File: src/rtl/dcache_ctrl_fsm_if.sv
// dcache_ctrl_fsm_if: request, tag-compare, RAM-control and memory-bridge
// signals of the blocking data-cache controller. The slave modport is the
// controller's view; the master modport is the MEM-stage / bridge side.
interface dcache_ctrl_fsm_if #(
    parameter int LINE_WORDS = 4,
    parameter int WAYS       = 2
);
    localparam int BEAT_W = (LINE_WORDS > 1) ? $clog2(LINE_WORDS) : 1;
    localparam int WAY_W  = (WAYS > 1) ? $clog2(WAYS) : 1;

    // MEM stage and lookup
    logic              req_valid;
    logic              req_is_store;
    logic              req_uncached;
    logic              hit;
    logic [WAY_W-1:0]  hit_way;
    logic [WAY_W-1:0]  victim_way;
    logic              victim_dirty;

    // memory bridge responses
    logic              mem_rd_ready;
    logic              mem_wr_ready;

    // controller outputs
    logic              pipeline_ready;
    logic              rbuf_we;
    logic              en_r;
    logic              tag_we;
    logic              data_we;
    logic              dirty_set;
    logic              dirty_clr;
    logic [WAY_W-1:0]  way_sel;
    logic [BEAT_W-1:0] beat_idx;
    logic              is_data_from_mem;
    logic              mem_rd_valid;
    logic              mem_wr_valid;
    logic              mem_uncached;
    logic [1:0]        mem_addr_sel;

    modport slave (
        input  req_valid, req_is_store, req_uncached, hit, hit_way,
               victim_way, victim_dirty, mem_rd_ready, mem_wr_ready,
        output pipeline_ready, rbuf_we, en_r, tag_we, data_we, dirty_set,
               dirty_clr, way_sel, beat_idx, is_data_from_mem,
               mem_rd_valid, mem_wr_valid, mem_uncached, mem_addr_sel
    );

    modport master (
        output req_valid, req_is_store, req_uncached, hit, hit_way,
               victim_way, victim_dirty, mem_rd_ready, mem_wr_ready,
        input  pipeline_ready, rbuf_we, en_r, tag_we, data_we, dirty_set,
               dirty_clr, way_sel, beat_idx, is_data_from_mem,
               mem_rd_valid, mem_wr_valid, mem_uncached, mem_addr_sel
    );
endinterface

File: src/rtl/dcache_ctrl_fsm.sv
// dcache_ctrl_fsm: blocking data-cache control FSM with victim selection,
// multi-beat line refill and uncached accesses.
// Optional feature macro: DCACHE_WRITE_BACK_EN
//   defined   -> write-back, write-allocate with dirty-victim eviction
//   undefined -> write-through, no-allocate; dirty outputs tied to 0
// Outputs are combinational from state, beat counter and inputs, and are
// all forced to 0 while rst is high.
module dcache_ctrl_fsm #(
    parameter int LINE_WORDS = 4,
    parameter int WAYS       = 2
) (
    input  logic             clk,
    input  logic             rst,
    dcache_ctrl_fsm_if.slave bus
);
    localparam int BEAT_W = (LINE_WORDS > 1) ? $clog2(LINE_WORDS) : 1;
    localparam int WAY_W  = (WAYS > 1) ? $clog2(WAYS) : 1;
    localparam logic [BEAT_W-1:0] LAST_BEAT = BEAT_W'(LINE_WORDS - 1);

    typedef enum logic [2:0] {
        IDLE      = 3'd0,
        WB        = 3'd1,
        REFILL    = 3'd2,
        FILL_DONE = 3'd3,
        DIRECT    = 3'd4,
        WT_STORE  = 3'd5,
        UNC_RD    = 3'd6,
        UNC_WR    = 3'd7
    } state_t;

    state_t            state_q, state_d;
    logic [BEAT_W-1:0] beat_q, beat_d;
    logic [WAY_W-1:0]  way_q, way_d;
    logic              store_q, store_d;

    logic              lastBeat;
    logic              victimDirtyEff;

    logic              pipelineReady_o, rbufWe_o, enR_o, tagWe_o, dataWe_o;
    logic              dirtySet_o, dirtyClr_o, isDataFromMem_o;
    logic              memRdValid_o, memWrValid_o, memUncached_o;
    logic [WAY_W-1:0]  waySel_o;
    logic [1:0]        memAddrSel_o;

    assign lastBeat = (beat_q == LAST_BEAT);

`ifdef DCACHE_WRITE_BACK_EN
    assign victimDirtyEff = bus.victim_dirty;
`else
    // Without write-back the victim is never evicted, so its dirty bit is unused.
    logic unusedVictimDirty;
    assign unusedVictimDirty = bus.victim_dirty;
    assign victimDirtyEff    = 1'b0;
`endif

    // Next-state, beat counter, latched request and all control outputs.
    always_comb begin
        state_d         = state_q;
        beat_d          = beat_q;
        way_d           = way_q;
        store_d         = store_q;
        pipelineReady_o = 1'b0;
        rbufWe_o        = 1'b0;
        enR_o           = 1'b0;
        tagWe_o         = 1'b0;
        dataWe_o        = 1'b0;
        dirtySet_o      = 1'b0;
        dirtyClr_o      = 1'b0;
        isDataFromMem_o = 1'b0;
        memRdValid_o    = 1'b0;
        memWrValid_o    = 1'b0;
        memUncached_o   = 1'b0;
        memAddrSel_o    = 2'd0;
        waySel_o        = way_q;

        case (state_q)
            IDLE: begin
                waySel_o = '0;
                beat_d   = '0;
                if (!bus.req_valid) begin
                    rbufWe_o = 1'b1;
                    enR_o    = 1'b1;
                end else if (bus.req_uncached) begin
                    store_d = bus.req_is_store;
                    way_d   = bus.victim_way;
                    state_d = bus.req_is_store ? UNC_WR : UNC_RD;
                end else if (!bus.req_is_store) begin
                    if (bus.hit) begin
                        pipelineReady_o = 1'b1;
                        rbufWe_o        = 1'b1;
                        enR_o           = 1'b1;
                        waySel_o        = bus.hit_way;
                    end else begin
                        store_d = 1'b0;
                        way_d   = bus.victim_way;
                        state_d = victimDirtyEff ? WB : REFILL;
                    end
                end else begin
`ifdef DCACHE_WRITE_BACK_EN
                    if (bus.hit) begin
                        dataWe_o        = 1'b1;
                        dirtySet_o      = 1'b1;
                        pipelineReady_o = 1'b1;
                        rbufWe_o        = 1'b1;
                        enR_o           = 1'b1;
                        waySel_o        = bus.hit_way;
                    end else begin
                        store_d = 1'b1;
                        way_d   = bus.victim_way;
                        state_d = victimDirtyEff ? WB : REFILL;
                    end
`else
                    store_d = 1'b1;
                    if (bus.hit) begin
                        way_d   = bus.hit_way;
                        state_d = DIRECT;
                    end else begin
                        way_d   = bus.victim_way;
                        state_d = WT_STORE;
                    end
`endif
                end
            end

            WB: begin
                memWrValid_o = 1'b1;
                memAddrSel_o = 2'd1;
                if (bus.mem_wr_ready) begin
                    if (lastBeat) begin
                        beat_d  = '0;
                        state_d = REFILL;
                    end else begin
                        beat_d = beat_q + BEAT_W'(1);
                    end
                end
            end

            REFILL: begin
                memRdValid_o = 1'b1;
                memAddrSel_o = 2'd0;
                if (bus.mem_rd_ready) begin
                    dataWe_o = 1'b1;
                    if (lastBeat) begin
                        tagWe_o = 1'b1;
`ifdef DCACHE_WRITE_BACK_EN
                        dirtyClr_o = 1'b1;
`endif
                        beat_d  = '0;
                        state_d = FILL_DONE;
                    end else begin
                        beat_d = beat_q + BEAT_W'(1);
                    end
                end
            end

            FILL_DONE: begin
                isDataFromMem_o = 1'b1;
                pipelineReady_o = 1'b1;
                rbufWe_o        = 1'b1;
                enR_o           = 1'b1;
                if (store_q) begin
                    dataWe_o = 1'b1;
`ifdef DCACHE_WRITE_BACK_EN
                    dirtySet_o = 1'b1;
`endif
                end
                state_d = IDLE;
            end

            DIRECT: begin
                dataWe_o = 1'b1;
                state_d  = WT_STORE;
            end

            WT_STORE, UNC_WR: begin
                memWrValid_o  = 1'b1;
                memUncached_o = 1'b1;
                memAddrSel_o  = 2'd2;
                if (bus.mem_wr_ready) begin
                    pipelineReady_o = 1'b1;
                    rbufWe_o        = 1'b1;
                    enR_o           = 1'b1;
                    state_d         = IDLE;
                end
            end

            UNC_RD: begin
                memRdValid_o  = 1'b1;
                memUncached_o = 1'b1;
                memAddrSel_o  = 2'd2;
                if (bus.mem_rd_ready) begin
                    pipelineReady_o = 1'b1;
                    rbufWe_o        = 1'b1;
                    enR_o           = 1'b1;
                    isDataFromMem_o = 1'b1;
                    state_d         = IDLE;
                end
            end

            default: state_d = IDLE;
        endcase

        // Reset silences every output in the same cycle it rises.
        if (rst) begin
            pipelineReady_o = 1'b0;
            rbufWe_o        = 1'b0;
            enR_o           = 1'b0;
            tagWe_o         = 1'b0;
            dataWe_o        = 1'b0;
            dirtySet_o      = 1'b0;
            dirtyClr_o      = 1'b0;
            isDataFromMem_o = 1'b0;
            memRdValid_o    = 1'b0;
            memWrValid_o    = 1'b0;
            memUncached_o   = 1'b0;
            memAddrSel_o    = 2'd0;
            waySel_o        = '0;
        end
    end

    // State, beat counter and latched request registers.
    always_ff @(posedge clk or posedge rst) begin
        if (rst) begin
            state_q <= IDLE;
            beat_q  <= '0;
            way_q   <= '0;
            store_q <= 1'b0;
        end else begin
            state_q <= state_d;
            beat_q  <= beat_d;
            way_q   <= way_d;
            store_q <= store_d;
        end
    end

    assign bus.pipeline_ready   = pipelineReady_o;
    assign bus.rbuf_we          = rbufWe_o;
    assign bus.en_r             = enR_o;
    assign bus.tag_we           = tagWe_o;
    assign bus.data_we          = dataWe_o;
    assign bus.dirty_set        = dirtySet_o;
    assign bus.dirty_clr        = dirtyClr_o;
    assign bus.way_sel          = waySel_o;
    assign bus.beat_idx         = beat_q;
    assign bus.is_data_from_mem = isDataFromMem_o;
    assign bus.mem_rd_valid     = memRdValid_o;
    assign bus.mem_wr_valid     = memWrValid_o;
    assign bus.mem_uncached     = memUncached_o;
    assign bus.mem_addr_sel     = memAddrSel_o;
endmodule

File: src/flat_wrapper.sv
// flat-port wrapper written by rule: the top's interface ports become plain ports
module dcache_ctrl_fsm_flat 
#(
    parameter int LINE_WORDS = 4,
    parameter int WAYS       = 2
)
  (clk, rst, bus_req_valid, bus_req_is_store, bus_req_uncached, bus_hit, bus_hit_way, bus_victim_way, bus_victim_dirty, bus_mem_rd_ready, bus_mem_wr_ready, bus_pipeline_ready, bus_rbuf_we, bus_en_r, bus_tag_we, bus_data_we, bus_dirty_set, bus_dirty_clr, bus_way_sel, bus_beat_idx, bus_is_data_from_mem, bus_mem_rd_valid, bus_mem_wr_valid, bus_mem_uncached, bus_mem_addr_sel);
  dcache_ctrl_fsm_if #(.LINE_WORDS(LINE_WORDS), .WAYS(WAYS)) bus_i ();
  input  logic clk;
  input  logic rst;
  input wire logic [$bits(bus_i.req_valid)-1:0] bus_req_valid;
  input wire logic [$bits(bus_i.req_is_store)-1:0] bus_req_is_store;
  input wire logic [$bits(bus_i.req_uncached)-1:0] bus_req_uncached;
  input wire logic [$bits(bus_i.hit)-1:0] bus_hit;
  input wire logic [$bits(bus_i.hit_way)-1:0] bus_hit_way;
  input wire logic [$bits(bus_i.victim_way)-1:0] bus_victim_way;
  input wire logic [$bits(bus_i.victim_dirty)-1:0] bus_victim_dirty;
  input wire logic [$bits(bus_i.mem_rd_ready)-1:0] bus_mem_rd_ready;
  input wire logic [$bits(bus_i.mem_wr_ready)-1:0] bus_mem_wr_ready;
  output wire logic [$bits(bus_i.pipeline_ready)-1:0] bus_pipeline_ready;
  output wire logic [$bits(bus_i.rbuf_we)-1:0] bus_rbuf_we;
  output wire logic [$bits(bus_i.en_r)-1:0] bus_en_r;
  output wire logic [$bits(bus_i.tag_we)-1:0] bus_tag_we;
  output wire logic [$bits(bus_i.data_we)-1:0] bus_data_we;
  output wire logic [$bits(bus_i.dirty_set)-1:0] bus_dirty_set;
  output wire logic [$bits(bus_i.dirty_clr)-1:0] bus_dirty_clr;
  output wire logic [$bits(bus_i.way_sel)-1:0] bus_way_sel;
  output wire logic [$bits(bus_i.beat_idx)-1:0] bus_beat_idx;
  output wire logic [$bits(bus_i.is_data_from_mem)-1:0] bus_is_data_from_mem;
  output wire logic [$bits(bus_i.mem_rd_valid)-1:0] bus_mem_rd_valid;
  output wire logic [$bits(bus_i.mem_wr_valid)-1:0] bus_mem_wr_valid;
  output wire logic [$bits(bus_i.mem_uncached)-1:0] bus_mem_uncached;
  output wire logic [$bits(bus_i.mem_addr_sel)-1:0] bus_mem_addr_sel;
  assign bus_i.req_valid = bus_req_valid;
  assign bus_i.req_is_store = bus_req_is_store;
  assign bus_i.req_uncached = bus_req_uncached;
  assign bus_i.hit = bus_hit;
  assign bus_i.hit_way = bus_hit_way;
  assign bus_i.victim_way = bus_victim_way;
  assign bus_i.victim_dirty = bus_victim_dirty;
  assign bus_i.mem_rd_ready = bus_mem_rd_ready;
  assign bus_i.mem_wr_ready = bus_mem_wr_ready;
  assign bus_pipeline_ready = bus_i.pipeline_ready;
  assign bus_rbuf_we = bus_i.rbuf_we;
  assign bus_en_r = bus_i.en_r;
  assign bus_tag_we = bus_i.tag_we;
  assign bus_data_we = bus_i.data_we;
  assign bus_dirty_set = bus_i.dirty_set;
  assign bus_dirty_clr = bus_i.dirty_clr;
  assign bus_way_sel = bus_i.way_sel;
  assign bus_beat_idx = bus_i.beat_idx;
  assign bus_is_data_from_mem = bus_i.is_data_from_mem;
  assign bus_mem_rd_valid = bus_i.mem_rd_valid;
  assign bus_mem_wr_valid = bus_i.mem_wr_valid;
  assign bus_mem_uncached = bus_i.mem_uncached;
  assign bus_mem_addr_sel = bus_i.mem_addr_sel;
  dcache_ctrl_fsm #(.LINE_WORDS(LINE_WORDS), .WAYS(WAYS)) u_core (.clk(clk), .rst(rst), .bus(bus_i));
endmodule
File: config.mk
export PLATFORM = sky130hd
export DESIGN_NAME = dcache_ctrl_fsm_flat
export DESIGN_NICKNAME = d
export VERILOG_FILES = /design/src/rtl/dcache_ctrl_fsm_if.sv /design/src/rtl/dcache_ctrl_fsm.sv /design/src/flat_wrapper.sv
export SDC_FILE = /design/constraint.sdc
export NUM_CORES = 1
export LEC_CHECK = 0
export BUFFER_PORTS_ARGS = -buffer_cell sky130_fd_sc_hd__buf_2
export CAP_MARGIN = 10
export CORE_MARGIN = 5
export CORE_UTILIZATION = 25
export DETAILED_ROUTE_END_ITERATION = 12
export GPL_TIMING_DRIVEN = 0
export PLACE_DENSITY = 0.48
export RECOVER_POWER = 50
export SLEW_MARGIN = 40
export SYNTH_ARGS = -nofsm -noshare
export SYNTH_HDL_FRONTEND = slang
export SYNTH_SLANG_ARGS = --single-unit
File: constraint.sdc
create_clock -name clk -period 3.4 [get_ports clk]
set_input_delay 0.51 -clock clk [delete_from_list [all_inputs] [get_ports clk]]
set_output_delay 0.51 -clock clk [all_outputs]
set_load 0.02 [all_outputs]
==> flow_metrics.env, run 1 <==
export IMPL_outcome="finished clean"
export IMPL_detail_route_iter0_violations=44
export IMPL_max_cap_violations=0
export IMPL_reg2reg_to="u_core.state_q[1]"
export IMPL_synth_cell_type_count=37
export IMPL_cts_hold_buffers_added=0
export IMPL_die_w_microns=63.3
export IMPL_max_slew_margin_rel=0.609
export IMPL_rsz0062_at_grt="no"
export IMPL_ctsRootBufferMaster="clkbuf_4"
export IMPL_cts_tree="yes"
export IMPL_drt_pass1_iterations=4
export IMPL_synth_edf_count=0
export IMPL_insertion_delay_ns=0.24
export IMPL_grt_pass1_wl_microns=3110
export IMPL_crit_arrival_ns=2.00
export IMPL_setup_tns_final_ns=0
export IMPL_vias_per_cell=5.06
export IMPL_required_ns=2.89
export IMPL_layout_area_overhead_vs_synth_pct=24.2
export IMPL_antenna_cells=0
export IMPL_reg2reg_from="u_core.state_q[2]"
export IMPL_timing_critical_path_slowest_cell_delay_ns=0.52
export IMPL_crit_cells=5
export IMPL_syn_cell_area_sq_um=709
export IMPL_placement_setup_worst_slack_ns=1.13
export IMPL_synth_ff_latch_count=7
export IMPL_dpl_hpwl_microns=1510
export IMPL_hp_class="in2async"
export IMPL_die_height_microns=63.3
export IMPL_timing_final_max_slew_violations=0
export IMPL_core_rowCount=19
export IMPL_vias=774
export IMPL_timing_worst_slew_pin_value_ns=0.582
export IMPL_gpl_final_weighted_congestion=0.801
export IMPL_timing_setup_critical_path_class="reg2out"
export IMPL_cts_htree_levels=1
export IMPL_die_outline_area_sq_um=4000
export IMPL_postSynth_topFlopCell="dfrtp_1"
export IMPL_port_buffers=23
export IMPL_wl_per_cell_microns=12.3
export IMPL_drt_drc_violations_left=0
export IMPL_power_per_cell_area_nw_per_um2=743
export IMPL_syn_instance_count=94
export IMPL_reg2reg_depth=5
export IMPL_setup_viol=0
export IMPL_total_number_of_nets_in_the_final_design=135
export IMPL_totalPowerFinal_uw=655
export IMPL_ctsResizeCount=0
export IMPL_post_synth_cell_area_avg_sq_um=7.55
export IMPL_clock_pin_slew_of_the_registers_on_the_worst_case_setup_and_hold_paths_ns=0.05
export IMPL_critical_path_n_buffers_inverters=2
export IMPL_path_delay_family="simple AND/OR/NAND/NOR gates"
export IMPL_timing_critical_path_fanout_max=6
export IMPL_critical_path_startpoint_type="flop"
export IMPL_path_cells="nor3_1 > o21ai_1 > a221oi_1 > buf_4 > buf_2"
export IMPL_vdd_ir_drop_max_uv=254
export IMPL_final_hold_viol_count=0
export IMPL_floorplan_initialDensity=0.259
export IMPL_leakagePower_uw=0.000435
export IMPL_core_region_area_sq_um=2730
export IMPL_layout_filler_cells=306
export IMPL_floorplan_io_pins=27
export IMPL_crit_slowest_cell="nor3_1"
export IMPL_tritoncts_num_buffers=3
export IMPL_drive_above_1_share=0.262
export IMPL_register_to_register_setup_slack_ns=1.74
export IMPL_async_flop_share=1.00
export IMPL_maxClockFrequency_mhz=398
export IMPL_number_of_setup_buffers_added_after_cts=0
export IMPL_worstSetupEndpointType="output pin"
export IMPL_period_needed_ns=2.51
export IMPL_count_of_synthesis_stage_warnings_from_yosys=0
export IMPL_final_period_utilization=0.738
export IMPL_first_global_vias=719
export IMPL_numClockSinks=7
export IMPL_ys_seq_area_frac=0.247
export IMPL_global_route_overflow_total=0
export IMPL_routed_wl_microns=1880
export IMPL_skew_ns=0.000675
export IMPL_largest_net_degree_at_the_start_of_global_routing=11
export IMPL_ctsLongestPathBuffers=2
export IMPL_route_antenna_remaining_nets=0
export IMPL_antenna_found_initial=0
export IMPL_globalRouteTotalUtil=0.0948
export IMPL_timing_final_ws_setup_ns=0.890
-- flip-flops by register name, summed over array words and instances, names as in the netlist --
| signal | count |
|---|---|
| u_core.bus.beat_idx | 2 |
| u_core.state_q | 3 |
| u_core.way_q | 1 |
| u_core.store_q | 1 |
-- Yosys cell counts (all sizes together), types with 3 or more instances --
cell type	instances	area [sq um]
nand2	12	45.0
buf	8	58.8
nor3	3	15.0
nor2b	4	32.5
dfrtp	7	175
a21oi	6	30.0
nand2b	3	18.8
nor2	7	26.3
o21ai	12	60.1
inv	3	11.3
-- cells by family after synthesis --
kind of cell | share of synthesized area
flip-flops | 0.247
XOR/XNOR | 0.0123
AND/OR/NAND/NOR | 0.307
adder cells (fa/ha/maj) | 0.0176
AO/OA/AOI/OAI | 0.261
other | 0.00529
buffers and inverters | 0.118
multiplexers | 0.0317
-- placed cells by master, fill, tap and decap left out, types with 2 or more instances in the layout --
master,netlist,routed
nor2_1,7,7
nor2b_1,3,3
nand3_1,2,2
nor3b_1,2,2
nand2b_1,3,3
a221oi_1,2,2
nand2_1,12,12
buf_4,3,3
clkbuf_4,0,3
o211a_1,2,2
buf_2,2,21
clkbuf_1,0,7
conb_1,1,2
a21oi_1,6,6
o21bai_1,2,2
mux2_2,2,2
o21ai_1,4,4
nor3_1,3,3
dfrtp_1,7,7
inv_1,3,3
o21ai_0,8,8
nor4_1,2,2
-- through the flow --
step / cells / area (sq um) / hold slack [ns] / util
after detailed placement: 149 / 867 / 0.513 / 0.317
after CTS: 153 / 893 / 0.309 / 0.327
after global placement: 149 / 867 / 0.522 / 0.317
final: 153 / 881 / 0.359 / 0.322
after floorplan: 95 / 713 / 0.338 / -
after global routing: 153 / 881 / 0.404 / 0.322
-- where the power goes --
part           leakage, uW  switching, uW  internal (uW)
Clock            0.0000150           26.6           44.5
Sequential       0.0000886           28.8            118
Combinational     0.000332            261            175
Total             0.000435            317            338
-- routing by layer --
metal | GRT usage | routed length, microns | vias to the layer above
met4 | 0.0545 | 19 | 0
li1 | - | - | 392
met2 | 0.154 | 933 | 14
met1 | 0.114 | 838 | 366
met5 | 0 | 0 | -
met3 | 0.0213 | 85 | 2
-- worst max path at each step --
stage / from / end / slack (ns)
2_1_floorplan: u_core.state_q[1] / bus_rbuf_we / 0.96
3_3_place_gp: u_core.state_q[2] / bus_rbuf_we / 1.13
3_5_place_dp: u_core.state_q[2] / bus_rbuf_we / 1.13
4_1_cts: u_core.state_q[2] / bus_rbuf_we / 0.86
5_1_grt: u_core.state_q[1] / bus_rbuf_we / 0.73
6_report: u_core.state_q[2] / bus_rbuf_we / 0.89
-- final cells by class --
cell class,count,area (sq um),area share
Timing Repair Buffer,23,111,0.126
Multi-Input combinational cell,76,454,0.516
Buffer,9,63.8,0.0724
Sequential cell,7,175,0.199
Tap cell,31,38.8,0.0440
Clock buffer,4,26.3,0.0298
Inverter,3,11.3,0.0128
No activity file was read; power rests on OpenSTA's default activity.
==> run 2, diff against run 1 <==
- PLACE_DENSITY: 0.48 -> 0.5
- clock period: 3.4 -> 2.2 ns (I/O delays scaled with it)
==> flow_metrics.env, run 2 (synthesis results as in run 1) <==
export IMPL_outcome="finished clean"
export IMPL_final_period_utilization=0.985
export IMPL_crit_slowest_cell="or3_4"
export IMPL_final_hold_viol_count=0
export IMPL_timing_critical_path_fanout_max=6
export IMPL_routed_wl_microns=1990
export IMPL_drt_drc_violations_left=0
export IMPL_rsz0062_at_grt="yes"
export IMPL_timing_setup_critical_path_class="reg2out"
export IMPL_met2_length_microns=971
export IMPL_critical_path_startpoint_type="flop"
export IMPL_port_buffers=23
export IMPL_max_cap_violations=0
export IMPL_core_rowCount=19
export IMPL_ctsLongestPathBuffers=2
export IMPL_layout_filler_cells=291
export IMPL_floorplan_initialDensity=0.259
export IMPL_path_cells="buf_6 > nor2b_4 > or3_4 > a221oi_4 > buf_4 > buf_6"
export IMPL_timing_critical_path_slowest_cell_delay_ns=0.41
export IMPL_die_height_microns=63.3
export IMPL_leakagePower_uw=0.000478
export IMPL_path_common_cell="buf_6"
export IMPL_intPower_uw=601
export IMPL_floorplan_io_pins=27
export IMPL_setup_tns_final_ns=0
export IMPL_drt_pass1_iterations=4
export IMPL_gpl_final_weighted_congestion=0.817
export IMPL_maxClockFrequency_mhz=461
export IMPL_vias_per_cell=4.99
export IMPL_global_route_overflow_total=0
export IMPL_routed_met3_length_microns=117
export IMPL_required_ns=1.87
export IMPL_max_flop_register="u_core.state_q"
export IMPL_switchingPower_uw=537
export IMPL_detail_route_iter0_violations=14
export IMPL_core_region_area_sq_um=2730
export IMPL_wl_per_cell_microns=12.7
export IMPL_power_switching_fraction=0.472
export IMPL_first_global_vias=732
export IMPL_power_per_cell_area_nw_per_um2=1180
export IMPL_p_comb_frac=0.681
export IMPL_insertion_delay_ns=0.25
export IMPL_sequentialPowerShare=0.211
export IMPL_largest_net_degree_at_the_start_of_global_routing=11
export IMPL_crit_cells=6
export IMPL_most_common_layout_cells="19 x buf_2, 12 x nand2_1, 8 x o21ai_0, 8 x buf_4, 7 x nor2_1"
export IMPL_top_layer="met4"
export IMPL_cts_tree="yes"
export IMPL_antenna_cells=0
export IMPL_numClockSinks=7
export IMPL_die_outline_area_sq_um=4000
export IMPL_cts_htree_levels=1
export IMPL_clockPowerShare=0.107
export IMPL_cts_hold_buffers_added=0
export IMPL_period_needed_ns=2.17
export IMPL_grt_pass1_wl_microns=3240
export IMPL_die_w_microns=63.3
export IMPL_path_delay_family="simple AND/OR/NAND/NOR gates"
export IMPL_vias=784
export IMPL_total_number_of_nets_in_the_final_design=139
export IMPL_critical_path_n_buffers_inverters=3
export IMPL_drive_above_1_share=0.325
export IMPL_layout_area_overhead_vs_synth_pct=35.6
export IMPL_timing_final_max_slew_violations=0
export IMPL_finalCoreUtilization=0.352
export IMPL_worstSetupEndpointType="output pin"
export IMPL_tritoncts_num_buffers=3
export IMPL_most_frequent_standard_cell_in_the_layout_excluding_fill_and_tap_cells="buf_2"
export IMPL_dpl_hpwl_microns=1540
export IMPL_setup_viol=0
export IMPL_route_antenna_remaining_nets=0
export IMPL_vdd_ir_drop_max_uv=519
export IMPL_reg2reg_depth=6
export IMPL_globalRouteTotalUtil=0.0964
export IMPL_antenna_found_initial=0
export IMPL_crit_arrival_ns=1.84
export IMPL_skew_ns=0.00910
export IMPL_largest_register_ffs=3
export IMPL_wl_met1_microns=887
export IMPL_hp_class="in2async"
export IMPL_ctsRootBufferMaster="clkbuf_4"
export IMPL_clock_pin_slew_of_the_registers_on_the_worst_case_setup_and_hold_paths_ns=0.06
## run 2: worst register-to-register path, delay by kind of cell (launching register included)
family / cells / cell delay [ns]
DFF: 1 / 0.37
muxes: 1 / 0.36
buffers and inverters: 3 / 0.34
AOI/OAI and AO/OA: 2 / 0.29
## run 2: per-layer routing
| layer | vias to the layer above | global-route usage |
|---|---|---|
| li1 | 399 | - |
| met2 | 13 | 0.160 |
| met3 | 2 | 0.0284 |
| met4 | 0 | 0.0390 |
| met1 | 370 | 0.115 |
| met5 | - | 0 |
## run 2: final cells by class
| cell class | instances | area, sq um | area share |
|---|---|---|---|
| multi-input combinational | 76 | 488 | 0.507 |
| timing repair buffer | 27 | 148 | 0.153 |
| tap | 31 | 38.8 | 0.0403 |
| clock buffer | 4 | 26.3 | 0.0273 |
| buffer | 9 | 73.8 | 0.0767 |
| inverter | 3 | 11.3 | 0.0117 |
| sequential | 7 | 176 | 0.183 |
## run 2: worst paths after layout
kind	end	startpoint	slack [ns]
max in group asynchronous	u_core.state_q[0]	rst	1.72
min reg2reg	u_core.way_q	u_core.way_q	0.52
min in group clk	u_core.way_q	bus_victim_way	0.35
max	bus_rbuf_we	u_core.state_q[1]	0.03
max reg2reg	u_core.bus.beat_idx[0]	u_core.state_q[1]	0.72
min	u_core.state_q[1]	rst	0.18
## run 2: power groups by stage
| stage | registers, uW | logic (uW) | clock network (uW) |
|---|---|---|---|
| 3_3_place_gp | 229 | 695 | 0 |
| 5_1_grt | 249 | 861 | 129 |
| 2_1_floorplan | 233 | 525 | 0 |
| 3_5_place_dp | 230 | 698 | 0 |
| 4_1_cts | 231 | 721 | 125 |
| 6_report | 240 | 775 | 122 |
## run 2: metrics by stage
step	worst slack, ns	std cells	power [uW]	hold slack (ns)	area (sq um)
6_report	0.0326	157	1140	0.185	962
3_5_place_dp	0.182	149	927	0.394	873
3_3_place_gp	0.165	149	924	0.397	873
5_1_grt	-0.0292	157	1240	0.236	962
4_1_cts	0.0184	153	1080	0.120	912
2_1_floorplan	0.173	95	757	0.158	719
## run 2: repair_timing
action / 4_1_cts / 5_1_grt
setup endpoints to repair: 2 / 1
resized for setup: 3 / 5
pin swaps: 1 / 2
buffers inserted: 0 / 4
==> run 3, diff against run 2 <==
- BUFFER_PORTS_ARGS: -buffer_cell sky130_fd_sc_hd__buf_2 -> -buffer_cell sky130_fd_sc_hd__buf_4
- SKIP_CTS_REPAIR_TIMING: not set -> 1
==> flow_metrics.env, run 3 (synthesis results as in run 1) <==
export IMPL_outcome="finished clean"
export IMPL_layout_area_overhead_vs_synth_pct=35.6
export IMPL_cts_htree_levels=1
export IMPL_tritoncts_num_buffers=3
export IMPL_hp_class="in2async"
export IMPL_max_cap_violations=0
export IMPL_reg2reg_to="u_core.state_q[1]"
export IMPL_ctsLongestPathBuffers=2
export IMPL_vias_per_cell=5.07
export IMPL_totalPowerFinal_uw=1110
export IMPL_route_antenna_remaining_nets=0
export IMPL_timing_final_max_slew_violations=0
export IMPL_maxClockFrequency_mhz=475
export IMPL_clock_pin_slew_of_the_registers_on_the_worst_case_setup_and_hold_paths_ns=0.06
export IMPL_vias=771
export IMPL_drt_pass1_iterations=4
export IMPL_die_outline_area_sq_um=4000
export IMPL_cts_tree="yes"
export IMPL_largest_net_degree_at_the_start_of_global_routing=11
export IMPL_dp_cells=149
export IMPL_most_common_layout_cells="23 x buf_4, 12 x nand2_1, 8 x o21ai_0, 7 x nor2_1"
export IMPL_max_flop_register="u_core.state_q"
export IMPL_wl_per_cell_microns=12.9
export IMPL_grt_pass1_wl_microns=3500
export IMPL_core_region_area_sq_um=2730
export IMPL_detail_route_iter0_violations=19
export IMPL_floorplan_io_pins=27
export IMPL_gpl_final_weighted_congestion=0.812
export IMPL_antenna_found_initial=0
export IMPL_rsz0062_at_grt="no"
export IMPL_power_per_cell_area_nw_per_um2=1150
export IMPL_antenna_cells=0
export IMPL_setup_viol=0
export IMPL_drt_drc_violations_left=0
export IMPL_critical_path_endpoint="bus_pipeline_ready"
export IMPL_port_buffers=23
export IMPL_insertion_delay_ns=0.25
export IMPL_die_height_microns=63.3
export IMPL_global_route_overflow_total=0
export IMPL_period_needed_ns=2.11
export IMPL_required_ns=1.87
export IMPL_leakagePower_uw=0.000457
export IMPL_setup_tns_final_ns=0
export IMPL_crit_arrival_ns=1.78
export IMPL_drive_above_1_share=0.298
export IMPL_finalCoreUtilization=0.352
export IMPL_globalRouteTotalUtil=0.105
export IMPL_final_period_utilization=0.957
export IMPL_total_number_of_nets_in_the_final_design=134
export IMPL_final_hold_viol_count=0
export IMPL_worst_setup_path_startpoint="u_core.state_q[1]"
export IMPL_timing_critical_path_fanout_max=9
export IMPL_final_cell_count_no_fill=152
export IMPL_skew_ns=0.00138
export IMPL_register_to_register_setup_slack_ns=0.78
export IMPL_timing_setup_critical_path_class="reg2out"
export IMPL_vdd_ir_drop_max_uv=466
export IMPL_largest_register_ffs=3
export IMPL_worstSetupEndpointType="output pin"
export IMPL_critical_path_startpoint_type="flop"
export IMPL_core_rowCount=19
export IMPL_dpl_hpwl_microns=1580
export IMPL_timing_hold_ws_ns=0.194
export IMPL_reg2reg_depth=5
export IMPL_first_global_vias=800
export IMPL_reg2reg_from="u_core.state_q[2]"
export IMPL_ctsRootBufferMaster="clkbuf_4"
export IMPL_routed_wl_microns=1970
export IMPL_numClockSinks=7
export IMPL_floorplan_initialDensity=0.259
export IMPL_most_frequent_standard_cell_in_the_layout_excluding_fill_and_tap_cells="buf_4"
export IMPL_die_w_microns=63.3
-- run 3: changes by cell type in the layout (fill, tap and decap cells not counted), sizes merged --
| cell | change |
|---|---|
| buf | -5 |
-- run 3: worst max-delay path, stage by stage (launching register included) --
cell      delay, ns
dfrtp_1        0.37
buf_6          0.14
nor2b_4        0.13
or3_4          0.39
a221oi_1       0.30
buf_4          0.19
-- run 3: worst min path at each step --
stage,start,end,slack (ns),cells after the start
2_1_floorplan,rst,u_core.bus.beat_idx[0],0.16,1
3_3_place_gp,rst,u_core.state_q[2],0.38,2
3_5_place_dp,rst,u_core.state_q[2],0.38,2
4_1_cts,rst,u_core.state_q[2],0.11,2
5_1_grt,rst,u_core.state_q[2],0.22,2
6_report,rst,u_core.state_q[2],0.19,2
-- run 3: where the power goes --
| part | internal (uW) | switching, uW | total [uW] |
|---|---|---|---|
| sequential | 185 | 49.6 | 234 |
| combinational | 333 | 421 | 754 |
| clock | 69.4 | 50.4 | 120 |
| total | 587 | 521 | 1110 |
-- run 3: final cells by class --
cell class,instances,area (sq um)
Buffer,8,66.3
Inverter,3,11.3
Sequential cell,7,176
Fill cell,309,1770
Timing Repair Buffer,23,161
Tap cell,31,38.8
Clock buffer,4,26.3
Multi-Input combinational cell,76,482
-- run 3: per-layer routing --
| layer | vias to the layer above | GRT usage | wire length [microns] | share of wire |
|---|---|---|---|---|
| met2 | 19 | 0.168 | 916 | 0.47 |
| met4 | 0 | 0.0494 | 19 | 0.0097 |
| met1 | 357 | 0.128 | 915 | 0.46 |
| li1 | 391 | - | - | - |
| met5 | - | 0 | 0 | 0 |
| met3 | 4 | 0.0337 | 116 | 0.059 |
-- run 3: per-stage QoR --
step	setup WS, ns	instance area [sq um]
floorplan	0.173	719
global placement	0.190	931
detailed placement	0.224	931
CTS	-0.0665	957
global route	0.00882	962
finish	0.0949	962
